--- src/rtl/pipe_stage_reg.sv ---
`default_nettype none
// ============================================================================
// Module   : pipe_stage_reg
// Purpose  : Configurable inter-stage pipeline register for the MIPS core.
//            Carries valid, PC, delay-slot flag, exception code and a packed
//            payload. Applies reset > flush > hold > bubble > load on every
//            edge and keeps saturating hold/bubble cycle counters.
// Revision : 1.0 - initial release
// ============================================================================
module pipe_stage_reg #(
  parameter int          WIDTH             = 32,
  parameter int          NFIELDS           = 6,
  parameter logic [31:0] RESET_PC          = 32'h0000_3000,
  parameter logic [31:0] FLUSH_PC          = 32'h0000_4180,
  parameter bit          KEEP_PC_ON_BUBBLE = 1'b1,
  parameter int          CNT_W             = 16
) (
  input  logic                       clk,
  input  logic                       reset,
  input  logic                       hold,
  input  logic                       bubble,
  input  logic                       flush,
  input  logic                       in_valid,
  input  logic [31:0]                in_pc,
  input  logic                       in_bd,
  input  logic [4:0]                 in_exc,
  input  logic [WIDTH*NFIELDS-1:0]   in_fields,
  output logic                       out_valid,
  output logic [31:0]                out_pc,
  output logic                       out_bd,
  output logic [4:0]                 out_exc,
  output logic [WIDTH*NFIELDS-1:0]   out_fields,
  output logic [CNT_W-1:0]           hold_cnt,
  output logic [CNT_W-1:0]           bubble_cnt
);

  localparam int FIELDS_W = WIDTH * NFIELDS;

  // Slot state and its next-state values
  logic                valid_q,  valid_d;
  logic [31:0]         pc_q,     pc_d;
  logic                bd_q,     bd_d;
  logic [4:0]          exc_q,    exc_d;
  logic [FIELDS_W-1:0] fields_q, fields_d;

  // Performance counters and their next-state values
  logic [CNT_W-1:0]    hold_cnt_q,   hold_cnt_d;
  logic [CNT_W-1:0]    bubble_cnt_q, bubble_cnt_d;

  // Which action wins this cycle (reset is handled in the register process)
  logic do_flush;
  logic do_hold;
  logic do_bubble;

  assign do_flush  = flush;
  assign do_hold   = ~flush & hold;
  assign do_bubble = ~flush & ~hold & bubble;

  // Next slot contents by priority; an invalid slot always carries zero payload/exc
  always_comb begin
    valid_d  = valid_q;
    pc_d     = pc_q;
    bd_d     = bd_q;
    exc_d    = exc_q;
    fields_d = fields_q;
    if (do_flush) begin
      valid_d  = 1'b0;
      pc_d     = FLUSH_PC;
      bd_d     = 1'b0;
      exc_d    = 5'd0;
      fields_d = '0;
    end else if (do_hold) begin
      valid_d  = valid_q;
    end else if (do_bubble) begin
      valid_d  = 1'b0;
      exc_d    = 5'd0;
      fields_d = '0;
      if (KEEP_PC_ON_BUBBLE) begin
        pc_d = in_pc;
        bd_d = in_bd;
      end else begin
        pc_d = RESET_PC;
        bd_d = 1'b0;
      end
    end else begin
      valid_d  = in_valid;
      pc_d     = in_pc;
      bd_d     = in_bd;
      exc_d    = in_valid ? in_exc : 5'd0;
      fields_d = in_valid ? in_fields : '0;
    end
  end

  // Saturating counters; hold wins the count when hold and bubble coincide
  always_comb begin
    hold_cnt_d   = hold_cnt_q;
    bubble_cnt_d = bubble_cnt_q;
    if (do_hold && !(&hold_cnt_q)) begin
      hold_cnt_d = hold_cnt_q + CNT_W'(1);
    end
    if (do_bubble && !(&bubble_cnt_q)) begin
      bubble_cnt_d = bubble_cnt_q + CNT_W'(1);
    end
  end

  // State register with synchronous active-high reset
  always_ff @(posedge clk) begin
    if (reset) begin
      valid_q      <= 1'b0;
      pc_q         <= RESET_PC;
      bd_q         <= 1'b0;
      exc_q        <= 5'd0;
      fields_q     <= '0;
      hold_cnt_q   <= '0;
      bubble_cnt_q <= '0;
    end else begin
      valid_q      <= valid_d;
      pc_q         <= pc_d;
      bd_q         <= bd_d;
      exc_q        <= exc_d;
      fields_q     <= fields_d;
      hold_cnt_q   <= hold_cnt_d;
      bubble_cnt_q <= bubble_cnt_d;
    end
  end

  assign out_valid  = valid_q;
  assign out_pc     = pc_q;
  assign out_bd     = bd_q;
  assign out_exc    = exc_q;
  assign out_fields = fields_q;
  assign hold_cnt   = hold_cnt_q;
  assign bubble_cnt = bubble_cnt_q;

endmodule
`default_nettype wire

--- config.mk ---
export PLATFORM = sky130hd
export DESIGN_NAME = pipe_stage_reg
export DESIGN_NICKNAME = d
export VERILOG_FILES = /design/src/rtl/pipe_stage_reg.sv
export SDC_FILE = /design/constraint.sdc
export NUM_CORES = 1
export LEC_CHECK = 0
export ABC_AREA = 1
export BUFFER_PORTS_ARGS = -buffer_cell sky130_fd_sc_hd__buf_2
export CAP_MARGIN = 5
export CORE_AREA = 2 2 194 196
export DETAILED_ROUTE_END_ITERATION = 7
export DIE_AREA = 0 0 196 198
export PLACE_DENSITY = 0.56
export SETUP_SLACK_MARGIN = 0.1
export SYNTH_ARGS = -nofsm -noshare
export SYNTH_HDL_FRONTEND = slang
export SYNTH_SLANG_ARGS = --single-unit
--- constraint.sdc ---
create_clock -name clk -period 1.65 [get_ports clk]
set_input_delay 0.0825 -clock clk [delete_from_list [all_inputs] [get_ports clk]]
set_output_delay 0.0825 -clock clk [all_outputs]
set_load 0.03 [all_outputs]
==> results of run 1 <==
==> kinds of logic after synthesis <==
family                   share of synthesized area (%)
AND/OR/NAND/NOR                                   30.2
flip-flops                                        49.5
AO/OA/AOI/OAI                                     12.2
adder cells (fa/ha/maj)                          0.235
buffers and inverters                             7.81
==> metrics by stage <==
step                      power [mW]  utilization, %
after CTS                       15.9            46.5
after detailed placement        8.46            36.8
after global placement          8.44            36.8
after global routing            16.4            46.5
final                           15.7            46.5
after floorplan                 7.75               -
==> flip-flops by register name (all words and copies together) (netlist names) <==
name / cells
bubble_cnt: 16
out_exc: 5
out_pc: 32
out_fields: 192
hold_cnt: 16
out_bd: 1
out_valid: 1
==> power by group <==
part | internal [mW] | switching [mW]
Sequential | 6.51 | 0.0854
Combinational | 1.00 | 1.23
Clock | 4.22 | 2.69
Total | 11.7 | 4.00
==> layer usage <==
metal,track usage (%),vias up,wire length [microns]
li1,-,6075,-
met1,24.2,5778,17000
met2,33.2,513,19300
met3,4.29,107,2910
met4,8.95,0,1760
met5,0,-,0
==> cell type report <==
class                           count  area share [%]
Timing Repair Buffer              802            32.8
Sequential cell                   263            30.7
Multi-Input combinational cell    931            26.5
Clock buffer                       46            5.25
Tap cell                          474            3.45
Clock inverter                     10           0.764
Inverter                           26           0.626
==> worst min path at each step <==
stage / end / start / depth (start not counted)
finish: out_fields[191]$_SDFFE_PP0N_ / flush / 5
global route: out_fields[191]$_SDFFE_PP0N_ / flush / 5
CTS: out_exc[2]$_SDFFE_PP0N_ / flush / 5
detailed placement: out_pc[13]$_SDFFE_PP1P_ / in_pc[13] / 2
global placement: out_pc[13]$_SDFFE_PP1P_ / in_pc[13] / 2
floorplan: bubble_cnt[12]$_SDFFE_PP0P_ / reset / 1
==> cells in the final DEF, fill, tap and decap left out, drive strengths merged <==
cell and count:
buf 548, nand2 342, dfxtp 263, dlygate4sd3 254, a21oi 247, nand4 200, nor2 97, clkbuf 46
nand3 34, inv 27, clkinv 5, nand3b 4, o221a 3, bufinv 3, a221o 2, ha 2
clkinvlp 1
==> worst min-delay path, stage by stage <==
cell and delay (ns):
buf_2 0.12, nor2_4 0.08, buf_12 0.16, nand2_1 0.06, a21oi_1 0.05
==> what timing repair did <==
action | in CTS | in global routing
gates resized for setup | 0 | 4
setup endpoints to repair | 0 | 16
hold endpoints to repair | 231 | 0
hold buffers | 254 | 0
==> qor.yml, run 1 <==
place.detailed.hpwl_microns: 26600
synth.most_common_cell: "nand2_1"
end_kind: "register"
cpMaxStageDelayCell: "dlygate4sd3_1"
vias: 12500
synth_top_cell_area_share_pct: 49.5
cp.arrival_ns: 1.95
antenna_found_initial: 0
detail-route-antenna-nets: 0
worstRegToRegCells: 7
power.static_leakage_nw: 7.44
crit_chain: "dlygate4sd3_1, buf_2, inv_2, buf_6, o221a_2, dlygate4sd3_1"
ys_warn_count: 0
max_freq_mhz: 687
worst_slew_pin_slew_ns: 0.489
synth_edf_count: 0
min_period_ns: 1.46
synth.distinct_cells: 24
setup.worst_path.start: "reset"
r2r-start: "hold_cnt[0]$_SDFFE_PP0P_"
drive_gt1_share_pct: 30.6
clock_skew_ns: 0.00583
dpl_cell_area_sq_um: 13600
place_inst: 2242
fp.dieH_microns: 198
fillers: 3557
dr.pass1.iters: 5
post_drt_wl_per_cell_microns: 16.1
cap_viol_max_count: 0
fin_crit_sh_pct: 88.2
synth_area_sq_um: 10600
std_cell_rows: 71
max-slew-margin-rel_pct: 67.4
numCtsBuffers: 30
wirelength_microns: 41000
grt_max_degree: 105
antenna_cells: 0
cts_htree_levels: 1
die_w_microns: 196
io_pins: 499
crit_required_ns: 2.14
slew_viol_final: 0
clk_path_buf_depth: 3
ir_drop_mv: 0.740
cts_num_sinks: 263
clkTransAtPathRegs_ns: 0.06
status: "complete, no violations"
io_buffers: 498
rsz0062_at_grt: "yes"
ys_ff_latch: 263
viasPerCell: 4.89
synthToLayoutAreaGrowth_pct: 61.8
drt_iter0_drc: 596
synthArstFlopShare_pct: 0
setup-tns-final_ns: 0
setup_slack_ns: 0.194
cp_max_fo: 34
cp_num_cells: 6
place.gp.congestion: 0.823
fin_cells: 2552
timing.hold.ws_ns: 0.0465
drc: 0
min_path_type: "in -> reg"
dp_slack_ns: 0.215
start_util_pct: 28.8
worstSetupEndpoint: "out_pc[8]$_SDFFE_PP0P_"
path_class: "in -> reg"
avgSynthCellArea_sq_um: 7.90
syn_nets: 1583
post_cts_buffers: 0
r2r_slack_ns: 0.21
p_per_area_nw_per_um2: 915
grt_pass1_wl_microns: 63000
cp_common_cell: "dlygate4sd3_1"
setup_viol: 0
r2r_end: "hold_cnt[10]$_SDFFE_PP0P_"
synthTopCellsByCount: "nand2_1, dfxtp_1, a21oi_1, nand4_1, nor2_1"
final_hold_viol_count: 0
cp-start-kind: "primary input"
root_buffer: "clkbuf_16"
clk_latency_ns: 0.55
yosysTopAreaCell: "dfxtp_1"
crit_buf_inv: 5
fin_area_sq_um: 17200
path_delay_family: "buffers and inverters"
grt_usage_pct: 19.7
die-area_sq_um: 38800
multiInputGateArea_sq_um: 4560
core_area_sq_um: 37000
slowest_delay_ns: 0.54
overflow: 0
synth_area_leaders: "dfxtp_1, nand2_1, nand4_1"
nets: 2292
synthFlopType: "dfxtp_1"
seqCellArea_sq_um: 5270
cts_tree: "built"
grt_pass1_vias: 12100
syn_inst: 1345
yosysSeqAreaShare_pct: 49.5
(Power assumes the default switching activity.)
==> run 2, diff against run 1 <==
==> constraint.sdc (replaced) <==
create_clock -name clk -period 1.65 [get_ports clk]
set_input_delay 0.165 -clock clk [delete_from_list [all_inputs] [get_ports clk]]
set_output_delay 0.165 -clock clk [all_outputs]
set_load 0.03 [all_outputs]
==> run 2 against run 1 <==
- final cell count decreased by 0.16%
- clock power decreased by 6.1%
- largest cell class unchanged
- largest power group is now sequential cells
- combinational power about the same
- utilization decreased by 0.068 points
- wire length increased by 0.62%
- sequential power about the same
- critical path type is now reg -> out
- total power decreased by 2.6%
- maximum frequency increased by 0.33%
==> qor.yml, run 2 (synthesis gave the netlist of run 1 again) <==
status: "complete, no violations"
grt_pass1_vias: 12100
dpl_cell_area_sq_um: 13700
drc: 0
clock_skew_ns: 0.0169
place.detailed.hpwl_microns: 27500
worst_slew_pin_slew_ns: 0.374
p_per_area_nw_per_um2: 892
antenna_cells: 0
setup_slack_ns: 0.199
max-slew-margin-rel_pct: 75.1
path_class: "reg -> out"
fin_cells: 2548
power.static_leakage_nw: 7.45
viasPerCell: 4.88
io_buffers: 498
max_freq_mhz: 689
drt_iter0_drc: 662
ir_drop_mv: 0.793
path_delay_family: "flip-flops"
std_cell_rows: 71
seqCellArea_sq_um: 5270
rsz0062_at_grt: "no"
overflow: 0
start_util_pct: 28.8
grt_max_degree: 54
cts_htree_levels: 1
cts_tree: "built"
largest_reg_flops: 192
fin_crit_sh_pct: 87.9
core_area_sq_um: 37000
setup_viol: 0
drive_gt1_share_pct: 30.9
setup-tns-final_ns: 0
wirelength_microns: 41300
end_kind: "output pin"
layout_commonest_cell: "buf_2"
slowest_delay_ns: 0.46
post_drt_wl_per_cell_microns: 16.2
clk_path_buf_depth: 3
total_power_mw: 15.3
dp_slack_ns: 0.0541
dr.pass1.iters: 6
nets: 2293
fp.dieH_microns: 198
cap_viol_max_count: 0
cp.arrival_ns: 1.29
utilization_pct: 46.5
crit_required_ns: 1.48
io_pins: 499
vias: 12400
min_path_type: "in -> reg"
die-area_sq_um: 38800
fillers: 3566
timing.hold.ws_ns: 0.0340
grt_usage_pct: 19.8
multiInputGateArea_sq_um: 4580
antenna_found_initial: 0
cp-start-kind: "register"
root_buffer: "clkbuf_16"
cts_num_sinks: 263
synthToLayoutAreaGrowth_pct: 61.6
die_w_microns: 196
cp_max_fo: 5
final_hold_viol_count: 0
min_period_ns: 1.45
place_inst: 2249
grt_pass1_wl_microns: 63100
crit_chain: "buf_2"
cpMaxStageDelayCell: "dfxtp_1"
detail-route-antenna-nets: 0
place.gp.congestion: 0.847
clk_latency_ns: 0.57
crit_buf_inv: 1
numCtsBuffers: 30
final_cell_mix: "buf_2, nand2_1, dfxtp_1"
fin_area_sq_um: 17200
clkTransAtPathRegs_ns: 0.06
slew_viol_final: 0
run 2: power breakdown:
group | switching, mW | internal, mW | total (mW)
logic | 1.24 | 1.01 | 2.24
registers | 0.0866 | 6.52 | 6.60
clock network | 2.66 | 3.82 | 6.48
run 2: metal layers:
layer	vias to the layer above	routed length (microns)	GRT usage (%)
met5	-	0	0
met4	0	1620	8.42
met3	102	3190	4.56
met2	541	19400	33.6
met1	5725	17100	24.1
li1	6065	-	-
run 2: worst paths after layout:
kind	cells past startpoint	from	slack, ns	endpoint
worst max register to register	8	bubble_cnt[0]$_SDFFE_PP0P_	0.23	bubble_cnt[14]$_SDFFE_PP0P_
worst min register to register	2	out_fields[112]$_SDFFE_PP0N_	0.46	out_fields[112]$_SDFFE_PP0N_
worst max-delay path	1	bubble_cnt[2]$_SDFFE_PP0P_	0.20	bubble_cnt[2]
worst min-delay path	3	in_valid	0.03	out_fields[3]$_SDFFE_PP0N_
run 2: cell type report:
cell class / instances / share of cell area (%)
repair buffers: 803 / 33.0
flip-flops and latches: 263 / 30.7
multi-input cells: 931 / 26.7
clock buffers: 43 / 4.89
well taps: 474 / 3.45
clock inverters: 8 / 0.627
inverters: 26 / 0.627
run 2: timing repair:
action,in CTS,in global routing
hold endpoints to repair,231,0
setup buffers,0,1
hold buffers,247,0
setup endpoints to repair,8,20
pin swaps,0,2
resized for setup,1,8
cloned,0,0
==> run 3, diff against run 2 <==
- ABC_AREA: 1 -> unset
- CORE_AREA: 2 2 194 196 -> 2 2 195 197
- DIE_AREA: 0 0 196 198 -> 0 0 197 199
- PLACE_DENSITY: 0.56 -> 0.53
==> run 3 against run 2 <==
- critical path depth increased by 3
- sequential power decreased by 0.6%
- count of clock-buffer cells in the layout increased by 2
- clock power decreased by 1%
- synthesized cell count decreased by 27%
- largest cell class unchanged
==> qor.yml, run 3 <==
status: "complete, no violations"
netSwitchingFraction_pct: 25.7
synthFlopType: "dfxtp_1"
fin_area_sq_um: 16800
power.switching_mw: 3.87
syn_nets: 1221
synth_top_cell_area_share_pct: 54.2
min_path_type: "in -> reg"
core_area_sq_um: 37100
wl_met2_microns: 17300
rsz0062_at_grt: "yes"
antenna_cells: 0
clk_path_buf_depth: 3
grt_usage_pct: 16.5
std_cell_rows: 71
avgSynthCellArea_sq_um: 9.87
grt_max_degree: 63
p_per_area_nw_per_um2: 898
p_clk_share_pct: 42.4
r2r_slack_ns: 0.04
final_cell_mix: "buf_2, nor2_1, dlygate4sd3_1"
ys_warn_count: 0
dpl_cell_area_sq_um: 13200
cts_htree_levels: 1
synthToLayoutAreaGrowth_pct: 72.8
synth_edf_count: 0
cap_viol_max_count: 0
wirelength_microns: 35300
holdPathEnd: "hold_cnt[13]$_SDFFE_PP0P_"
topRoutingLayerUsed: "met4"
worstHoldPathCells: 3
synthArstFlopShare_pct: 0
largest_reg_flops: 192
start_util_pct: 26.1
cp-start-kind: "register"
worst_slew_pin_slew_ns: 0.404
synth_area_leaders: "dfxtp_1, a22oi_1, nor2_1"
antenna_found_initial: 0
total_power_mw: 15.1
place.detailed.hpwl_microns: 24000
dr.pass1.iters: 5
hp-start: "reset"
drc: 0
die-area_sq_um: 39200
power.static_leakage_nw: 7.67
crit_chain: "nand4_4, or4_4, or3_4, a21oi_2"
overflow: 0
seqPwrFrac_pct: 43.5
setup_viol: 0
cp.arrival_ns: 2.09
worstRegToRegCells: 4
path_class: "reg -> reg"
io_pins: 499
root_buffer: "clkbuf_16"
slew_viol_final: 0
nets: 1983
cp_max_fo: 4
cts_num_sinks: 263
slowest_delay_ns: 0.56
grt_pass1_vias: 10100
fp.dieH_microns: 199
layout_commonest_cell: "buf_2"
r2r_end: "hold_cnt[13]$_SDFFE_PP0P_"
wl_met1_microns: 14400
internal-power_mw: 11.2
power.share.combinational_pct: 14.0
numCtsBuffers: 31
synthTopCellsByCount: "dfxtp_1, nor2_1, a22oi_1, clkbuf_1, mux2i_1"
ys_ff_latch: 263
io_buffers: 498
synth.most_common_cell: "dfxtp_1"
drive_gt1_share_pct: 41.7
drt_iter0_drc: 315
dp_slack_ns: -0.0305
final_hold_viol_count: 0
clock_skew_ns: 0.0106
yosysSeqAreaShare_pct: 54.2
clk_latency_ns: 0.55
end_kind: "register"
yosysTopAreaCell: "dfxtp_1"
clkTransAtPathRegs_ns: 0.06
cts_tree: "built"
utilization_pct: 45.2
place.gp.congestion: 0.797
post_drt_wl_per_cell_microns: 15.7
fin_crit_sh_pct: 97.6
viasPerCell: 4.62
setup-tns-final_ns: 0
max_freq_mhz: 621
synth.distinct_cells: 48
vias: 10400
max-slew-margin-rel_pct: 72.8
r2r-start: "hold_cnt[6]$_SDFFE_PP0P_"
cpMaxStageDelayCell: "or4_4"
detail-route-antenna-nets: 0
synth_area_sq_um: 9710
syn_inst: 983
routed-wl-met3_microns: 2270
min_period_ns: 1.61
ir_drop_mv: 0.732
grt_pass1_wl_microns: 52500
setup_slack_ns: 0.0401
die_w_microns: 197
crit_required_ns: 2.13
==> run 3: worst max-delay path: cells and delay by family (launching register included) <==
| kind | cells | cell delay, ns |
|---|---|---|
| and+or+nand+nor | 3 | 1.06 |
| DFF | 1 | 0.36 |
| AOI/OAI and AO/OA | 1 | 0.12 |
==> run 3: kinds of logic (layout without fill, tap and decap cells) <==
group / after synthesis / after routing / synth area share [%]
compound gates: 242 / 242 / 19.7
fa+ha+maj: 2 / 2 / 0.258
buf+inv: 84 / 870 / 4.81
flops: 263 / 263 / 54.2
mux: 45 / 45 / 4.81
simple gates: 347 / 347 / 16.2
==> run 3: worst max-delay path by stage <==
stage	startpoint	end	slack (ns)	depth (start not counted)
after global routing	hold_cnt[6]$_SDFFE_PP0P_	hold_cnt[13]$_SDFFE_PP0P_	-0.002	4
final	hold_cnt[6]$_SDFFE_PP0P_	hold_cnt[13]$_SDFFE_PP0P_	0.04	4
after floorplan	hold_cnt[4]$_SDFFE_PP0P_	hold_cnt[13]$_SDFFE_PP0P_	0.03	4
after CTS	hold_cnt[1]$_SDFFE_PP0P_	hold_cnt[10]$_SDFFE_PP0P_	0.04	6
after global placement	flush	bubble_cnt[8]$_SDFFE_PP0P_	-0.03	5
after detailed placement	flush	bubble_cnt[8]$_SDFFE_PP0P_	-0.03	5
==> run 3: layout make-up <==
class | count | area (sq um)
Clock inverter | 12 | 78.8
Fill cell | 3481 | 20400
Multi-Input combinational cell | 636 | 4180
Clock buffer | 45 | 878
Tap cell | 474 | 593
Sequential cell | 263 | 5370
Timing Repair Buffer | 812 | 5670
Inverter | 1 | 3.75
==> run 3: metrics by stage <==
stage / std cells / hold slack [ns]
6_report: 2243 / 0.0214
5_1_grt: 2243 / 0.0254
4_1_cts: 2236 / 0.00241
3_5_place_dp: 1939 / 0.405
3_3_place_gp: 1939 / 0.397
2_1_floorplan: 983 / 0.300
==> run 3: power by group through the flow <==
stage | combinational [mW] | clock [mW] | sequential [mW]
3_3_place_gp | 1.64 | 0 | 6.69
2_1_floorplan | 0.644 | 0 | 6.99
3_5_place_dp | 1.66 | 0 | 6.69
4_1_cts | 2.11 | 6.63 | 6.56
5_1_grt | 2.27 | 6.87 | 6.57
6_report | 2.11 | 6.39 | 6.56
==> run 3: routing by layer <==
| layer | vias to the layer above | global-route usage [%] |
|---|---|---|
| met5 | - | 0 |
| met4 | 0 | 5.99 |
| met3 | 81 | 4.12 |
| met2 | 362 | 29.0 |
| met1 | 4874 | 19.4 |
| li1 | 5048 | - |
==> run 3: what timing repair did <==
action | CTS | global route
hold buffers | 233 | 0
pin swaps | 3 | 13
setup endpoints to repair | 14 | 25
buffers inserted | 7 | 7
endpoints found under the hold margin | 230 | 0
resized for setup | 5 | 29
